### src/rtl/fetch.sv
// RV32i instruction fetch stage: owns the PC, drives a synchronous IMEM and
// produces the IF/ID pipeline register, with stall/flush/redirect/fault handling.
module fetch #(
  parameter logic [31:0] RESET_PC  = 32'h0000_0000,
  parameter logic [31:0] NOP_INSTR = 32'h0000_0013
) (
  input  logic        CLK,
  input  logic        RST,
  input  logic        Stall_F,
  input  logic        Flush_D,
  input  logic        PC_Src_Sel,
  input  logic [31:0] Branch_Target_E,
  output logic [31:0] IMEM_Addr,
  input  logic [31:0] IMEM_Data,
  output logic [31:0] Instr_D,
  output logic [31:0] PC_D,
  output logic [31:0] PC_Plus_4_D,
  output logic        Valid_D,
  output logic        Fetch_Fault,
  output logic [31:0] Fault_Addr
);

  typedef enum logic [1:0] {
    S_BOOT = 2'd0,
    S_RUN  = 2'd1,
    S_HALT = 2'd2
  } state_t;

  state_t      r_state;
  logic [31:0] r_pc_f;
  logic [31:0] r_instr_d;
  logic [31:0] r_pc_d;
  logic [31:0] r_pc_plus_4_d;
  logic        r_valid_d;
  logic        r_fault;
  logic [31:0] r_fault_addr;

  logic [31:0] w_pc_plus_4;
  logic        w_target_ok;
  logic [31:0] w_pc_next;

  assign w_pc_plus_4 = r_pc_f + 32'd4;
  assign w_target_ok = (Branch_Target_E[1:0] == 2'b00);

  // Next-PC select; IMEM latches this same value on the edge PC_F loads it.
  always_comb begin
    w_pc_next = w_pc_plus_4;
    if (RST) begin
      w_pc_next = RESET_PC;
    end else if (r_state != S_RUN) begin
      w_pc_next = r_pc_f;
    end else if (PC_Src_Sel) begin
      w_pc_next = w_target_ok ? Branch_Target_E : r_pc_f;
    end else if (Stall_F) begin
      w_pc_next = r_pc_f;
    end
  end

  assign IMEM_Addr = w_pc_next;

  always_ff @(posedge CLK) begin
    if (RST) begin
      r_state       <= S_BOOT;
      r_pc_f        <= RESET_PC;
      r_instr_d     <= NOP_INSTR;
      r_pc_d        <= 32'd0;
      r_pc_plus_4_d <= 32'd0;
      r_valid_d     <= 1'b0;
      r_fault       <= 1'b0;
      r_fault_addr  <= 32'd0;
    end else begin
      r_pc_f <= w_pc_next;
      case (r_state)
        S_BOOT: begin
          r_state       <= S_RUN;
          r_instr_d     <= NOP_INSTR;
          r_pc_d        <= 32'd0;
          r_pc_plus_4_d <= 32'd0;
          r_valid_d     <= 1'b0;
        end
        S_RUN: begin
          if (PC_Src_Sel) begin
            // F-stage instruction is wrong-path; a misaligned target halts fetch.
            r_instr_d     <= NOP_INSTR;
            r_pc_d        <= 32'd0;
            r_pc_plus_4_d <= 32'd0;
            r_valid_d     <= 1'b0;
            if (!w_target_ok) begin
              r_state      <= S_HALT;
              r_fault      <= 1'b1;
              r_fault_addr <= Branch_Target_E;
            end
          end else if (Flush_D) begin
            r_instr_d     <= NOP_INSTR;
            r_pc_d        <= 32'd0;
            r_pc_plus_4_d <= 32'd0;
            r_valid_d     <= 1'b0;
          end else if (!Stall_F) begin
            r_instr_d     <= IMEM_Data;
            r_pc_d        <= r_pc_f;
            r_pc_plus_4_d <= w_pc_plus_4;
            r_valid_d     <= 1'b1;
          end
        end
        default: begin
          r_state       <= S_HALT;
          r_instr_d     <= NOP_INSTR;
          r_pc_d        <= 32'd0;
          r_pc_plus_4_d <= 32'd0;
          r_valid_d     <= 1'b0;
        end
      endcase
    end
  end

  assign Instr_D     = r_instr_d;
  assign PC_D        = r_pc_d;
  assign PC_Plus_4_D = r_pc_plus_4_d;
  assign Valid_D     = r_valid_d;
  assign Fetch_Fault = r_fault;
  assign Fault_Addr  = r_fault_addr;

endmodule

### config.mk
export PLATFORM = sky130hd
export DESIGN_NAME = fetch
export DESIGN_NICKNAME = d
export VERILOG_FILES = /design/src/rtl/fetch.sv
export SDC_FILE = /design/constraint.sdc
export NUM_CORES = 1
export LEC_CHECK = 0
export CORE_MARGIN = 2
export CORE_UTILIZATION = 47
export DETAILED_ROUTE_END_ITERATION = 10
export HOLD_SLACK_MARGIN = 0.06
export PLACE_DENSITY_LB_ADDON = 0.2
export SYNTH_ARGS = -nofsm -noshare
export SYNTH_HDL_FRONTEND = slang
export SYNTH_SLANG_ARGS = --single-unit
### constraint.sdc
create_clock -name CLK -period 3 [get_ports CLK]
set_input_delay 0.6 -clock CLK [delete_from_list [all_inputs] [get_ports CLK]]
set_output_delay 0.6 -clock CLK [all_outputs]
set_load 0.05 [all_outputs]
# [Word level (Yosys, flattened, before mapping)]
# Index checks and enable logic that the tools add are counted.
[op_classes] reduce_logical=5 eq_ne=4 magnitude_cmp=0 multipliers=0 shifts=0 n_div=0 n_mux=8 n_addsub=1 bitwise_logic=2
[op_table] cell="32-bit 2-to-1 mux" n=5
[op_table] cell="32-bit by 3-bit adder with 32-bit output (second input constant)" n=1
[op_table] cell="2-bit zero test" n=2
[op_table] cell="2-bit 2-to-1 mux" n=2
[op_table] cell="2-bit != test (second input constant)" n=2
[op_table] cell="2-bit case mux with 2 select lines" n=1
[op_table] cell="4-bit OR reduction" n=1
[op_table] cell="3-bit AND reduction" n=1
[op_table] cell="2-bit by 1-bit equality test with 1-bit output (second input constant)" n=1
[op_table] cell="2-bit by 1-bit != test with 1-bit output (second input constant)" n=1
[op_table] cell="1-bit NOT" n=2
[op_table] cell="2-bit AND reduction" n=1
[word_totals] register_bits=164 output_inout_bits=162 ram_bits=0 input_bits=69 rom_bits=0 memories=0 latchBits=0

# [Depth between registers and ports, before layout]
[logic_depth] depth_word=5 depth_mapped=7 depth_no_buf=6

# [Worst setup path after synthesis]
# OpenSTA, ideal clock, no wires.
[synth_timing] path_kind="input port to output port" startpoint="in Stall_F" endpoint="out IMEM_Addr[14]" path_buffers=0 slack_ns=-0.709 t_arrival_ns=3.109 path_stages=3 cell_sequence="or2_2 > or3_1 > o311ai_0"
[synth_between] elab_chain_len=4
[synth_rtl] item="start: declaration" line_no="9" rtl="input logic Stall_F,"
[synth_rtl] item="32-bit 2-to-1 mux" line_no="54" rtl="end else if (Stall_F) begin"
[synth_rtl] item="32-bit 2-to-1 mux" line_no="52" rtl="end else if (PC_Src_Sel) begin"
[synth_rtl] item="32-bit 2-to-1 mux" line_no="50" rtl="end else if (r_state != S_RUN) begin"
[synth_rtl] item="32-bit 2-to-1 mux" line_no="48" rtl="if (RST) begin"
[synth_rtl] item="end: declaration" line_no="13" rtl="output logic [31:0] IMEM_Addr,"
# Every way passes these cells.

# [Worst setup path after layout]
[layout_timing] startpoint="reg r_pc_f[2]" endpoint="out IMEM_Addr[24]"
[layout_between] elab_chain_len=5
[layout_rtl] item="start: declaration" line_no="30" rtl="logic [31:0] r_pc_f;"
[layout_rtl] item="start signal: assignment" line_no="72" rtl="r_pc_f <= w_pc_next;"
[layout_rtl] item="32-bit by 3-bit adder with 32-bit output" line_no="42" rtl="assign w_pc_plus_4 = r_pc_f + 32'd4;"
[layout_rtl] item="32-bit 2-to-1 mux" line_no="54"
[layout_rtl] item="32-bit 2-to-1 mux" line_no="52"
[layout_rtl] item="32-bit 2-to-1 mux" line_no="50"
[layout_rtl] item="32-bit 2-to-1 mux" line_no="48"
# Every way passes these cells.

==> results by group <==
Status
  • Outcome: finished, violations left
  • Failing checks: negative setup slack

Timing
  • Maximum clock rate: 324 MHz
  • Final Hold Viols: 0
  • Slew headroom: 0.634
  • Slew at the pin with the worst max-slew slack: 0.547 ns
  • RSZ-0062 raised after global routing: yes
  • Period utilization: 1.03
  • Pins over their slew limit: 0
  • Final hold slack: 0.452 ns
  • Minimum clock period: 3.09 ns
  • Setup WS post-layout: -0.0893 ns
  • Setup violation total in the final timing report: 8
  • Clock Skew: 0.00776 ns

Worst setup path
  • Worst r2r src: r_pc_f[9]$_SDFF_PP0_
  • Largest stage delay, worst path: 0.44 ns
  • Critical path, cell by cell: ha_4, nand4_4, or3_4, nor4_4, a211oi_2, buf_4, a211oi_4, buf_6
  • Crit path DAT: 2.49 ns
  • Worst setup path end: IMEM_Addr[24]
  • Slowest CP cell: or3_4
  • CP Launch Point: r_pc_f[2]$_SDFF_PP0_
  • R2R Setup Slk: 0.91 ns
  • WP data required: 2.40 ns
  • FF-to-FF End: PC_Plus_4_D[31]$_SDFFE_PP0N_
  • Critical path endpoint category: output pin
  • Worst r2r path cells: 7
  • Crit path max fanout: 4
  • Setup CP Type: reg -> out
  • Critical Path Source Type: flop

CTS
  • CTS Sinks: 162
  • Root Driver: clkbuf_16
  • Clk pin slew, worst setup/hold paths: 0.06 ns
  • Worst-case clock buffer depth: 2
  • CTS tree: built
  • H-tree depth: 4
  • Skew-Pair Late Insertion Delay: 0.43 ns
  • Num CTS Buffers: 17

Power
  • Cell Pwr Density: 467 nW/um^2
  • Leak Pwr: 4.47 nW
  • Total power: 5.53 mW
  • Max VDD drop: 0.000405 V

Floorplanning
  • Die Span X: 128 um
  • Die ar.: 16400 um^2
  • Die height: 128 um
  • Floorplan row count: 45
  • Starting Density: 0.479
  • IO Pins: 231
  • Core area: 15100 um^2

Global route
  • First-pass GRT wire length: 38900 um
  • Met2 Use GR: 0.475
  • Met1 usage: 0.397
  • Initial antenna violation count: 1
  • Met3 usage: 0.0906
  • Largest net degree at the start of global routing: 76
  • GRT Total Usage: 0.302
  • Busiest grt layer: met2
  • Vias in the first global route: 7361
  • GRT overflow: 0

Synth
  • Async SR Flop Fraction: 0
  • Synth Area in XOR/XNOR: 0.0340
  • Avg Inst Size Synth: 8.45 um^2
  • Cell variety after synth: 56
  • FF+latch count, synth: 162
  • Netlist Area Pre-Place: 7220 um^2
  • YS warnings: 0
  • Main combinational cell family by area after synthesis: simple AND/OR/NAND/NOR gates
  • Dominant synthesized flop cell: dfxtp_1
  • Synth Area in Simple Gates: 0.211
  • Post-Synth Adder-Cell Area: 0.00173
  • Synth Net Count: 925
  • Area fraction in compound gates after synthesis: 0.156
  • Register area share after synthesis: 0.449
  • Post-Syn Instances: 855
  • EDFF count, synth: 0
  • Post-synthesis mux area share: 0.103

Detailed routing
  • Drc violations: 0
  • Via density: 5.72
  • Pre-Repair DR Iteration Count: 5
  • Wirelength per Cell: 18.8 um
  • Starting DRT DRC Count: 717
  • Vias: 7702
  • Post-DRT Antenna Nets: 0
  • Routed WL: 25400 um

Finish
  • Commonest non-fill, non-tap cell in the layout: clkdlybuf4s50_1
  • Share of cells above drive strength 1: 0.242
  • Nets: 1216
  • Most frequent cells in the layout: 193 x clkdlybuf4s50_1, 142 x dfxtp_1, 116 x buf_4
  • Final Cell Area: 11800 um^2
  • Area grow syn2layout: 63.8%

Worst hold path
  • Hold Crit Class: reg -> reg

Placed design
  • Dpl hpwl: 17600 um
  • GPL Wtd Cong: 0.945
  • DP Area: 10500 um^2
  • PortBufs: 230

Job
  • Max_cap viols: 0
area by class of cell:
cell class	count	area (um^2)
antenna	1	2.50
clock buffer	20	447
clock inverter	10	208
fill	1042	3260
inverter	4	15.0
multi-input combinational	613	4160
sequential	162	3280
tap	188	235
timing repair buffer	348	3480
through the flow:
stage / instances / TNS, ns / setup slack (ns) / utilization
final: 1346 / -0.347 / -0.0893 / 0.784
after global routing: 1345 / -1.11 / -0.156 / 0.784
after CTS: 1330 / -0.424 / -0.0924 / 0.763
after detailed placement: 1288 / -2.91 / -0.267 / 0.698
after global placement: 1288 / -2.30 / -0.276 / 0.698
after floorplan: 855 / -0.113 / -0.113 / -
routing by layer:
layer	vias to the layer above	part of all wire
li1	3598	-
met1	3611	0.41
met2	438	0.46
met3	55	0.10
met4	0	0.025
met5	-	0
cells by family after synthesis:
| kind of cell | after synthesis |
|---|---|
| XOR/XNOR | 28 |
| multiplexers | 74 |
| AND/OR/NAND/NOR | 322 |
| flip-flops | 162 |
| AO/OA/AOI/OAI | 188 |
| buffers and inverters | 80 |
| adder cells (fa/ha/maj) | 1 |
cell usage after synthesis (11+ instances only):
cell type,instances,area share
a211oi_1,14,0.015
a21oi_1,84,0.058
a31oi_1,12,0.010
and3_1,11,0.0095
clkbuf_1,55,0.029
dfxtp_1,162,0.45
mux2i_1,71,0.098
nand2_1,108,0.056
nand3_1,12,0.0083
nand4_1,13,0.011
nor2_1,108,0.056
nor3_1,14,0.0097
o21ai_0,27,0.019
o22ai_1,13,0.011
xnor2_1,15,0.018
xor2_1,13,0.016
power by group:
part | internal (mW) | switching, mW | leakage (nW)
sequential | 2.20 | 0.0463 | 1.32
clock | 1.57 | 0.878 | 0.320
combinational | 0.351 | 0.484 | 2.83
total | 4.12 | 1.41 | 4.47
worst max-delay path, delay by kind of cell, from the launching register on:
family                     cells  cell delay (ns)
and+or+nand+nor                3             0.89
DFF                            1             0.40
buffers and inverters          2             0.35
adders and majority gates      1             0.17
AOI/OAI and AO/OA              2             0.25
sequential cells by signal, summed over array words and instances (netlist names):
signal and count:
Valid_D 1, PC_Plus_4_D 30, Fault_Addr 32, r_pc_f 32, Instr_D 32, Fetch_Fault 1, PC_D 32, r_state 2
worst min path at each step:
stage / start / end / slack (ns) / cells past startpoint
after floorplan: r_pc_f[0]$_SDFF_PP0_ / r_pc_f[0]$_SDFF_PP0_ / 0.46 / 1
after global placement: Fault_Addr[7]$_SDFFE_PP0P_ / Fault_Addr[7]$_SDFFE_PP0P_ / 0.44 / 2
after detailed placement: Fault_Addr[3]$_SDFFE_PP0P_ / Fault_Addr[3]$_SDFFE_PP0P_ / 0.45 / 2
after CTS: Fault_Addr[16]$_SDFFE_PP0P_ / Fault_Addr[16]$_SDFFE_PP0P_ / 0.45 / 2
after global routing: Fault_Addr[26]$_SDFFE_PP0P_ / Fault_Addr[26]$_SDFFE_PP0P_ / 0.48 / 2
final: Fault_Addr[20]$_SDFFE_PP0P_ / Fault_Addr[20]$_SDFFE_PP0P_ / 0.45 / 2
repair_timing:
item | in CTS | in global routing
setup endpoints to repair | 27 | 21
hold buffers | 0 | 0
setup buffers | 12 | 15
pin swaps | 25 | 23
gates resized for setup | 64 | 40
(Power assumes the default switching activity.)
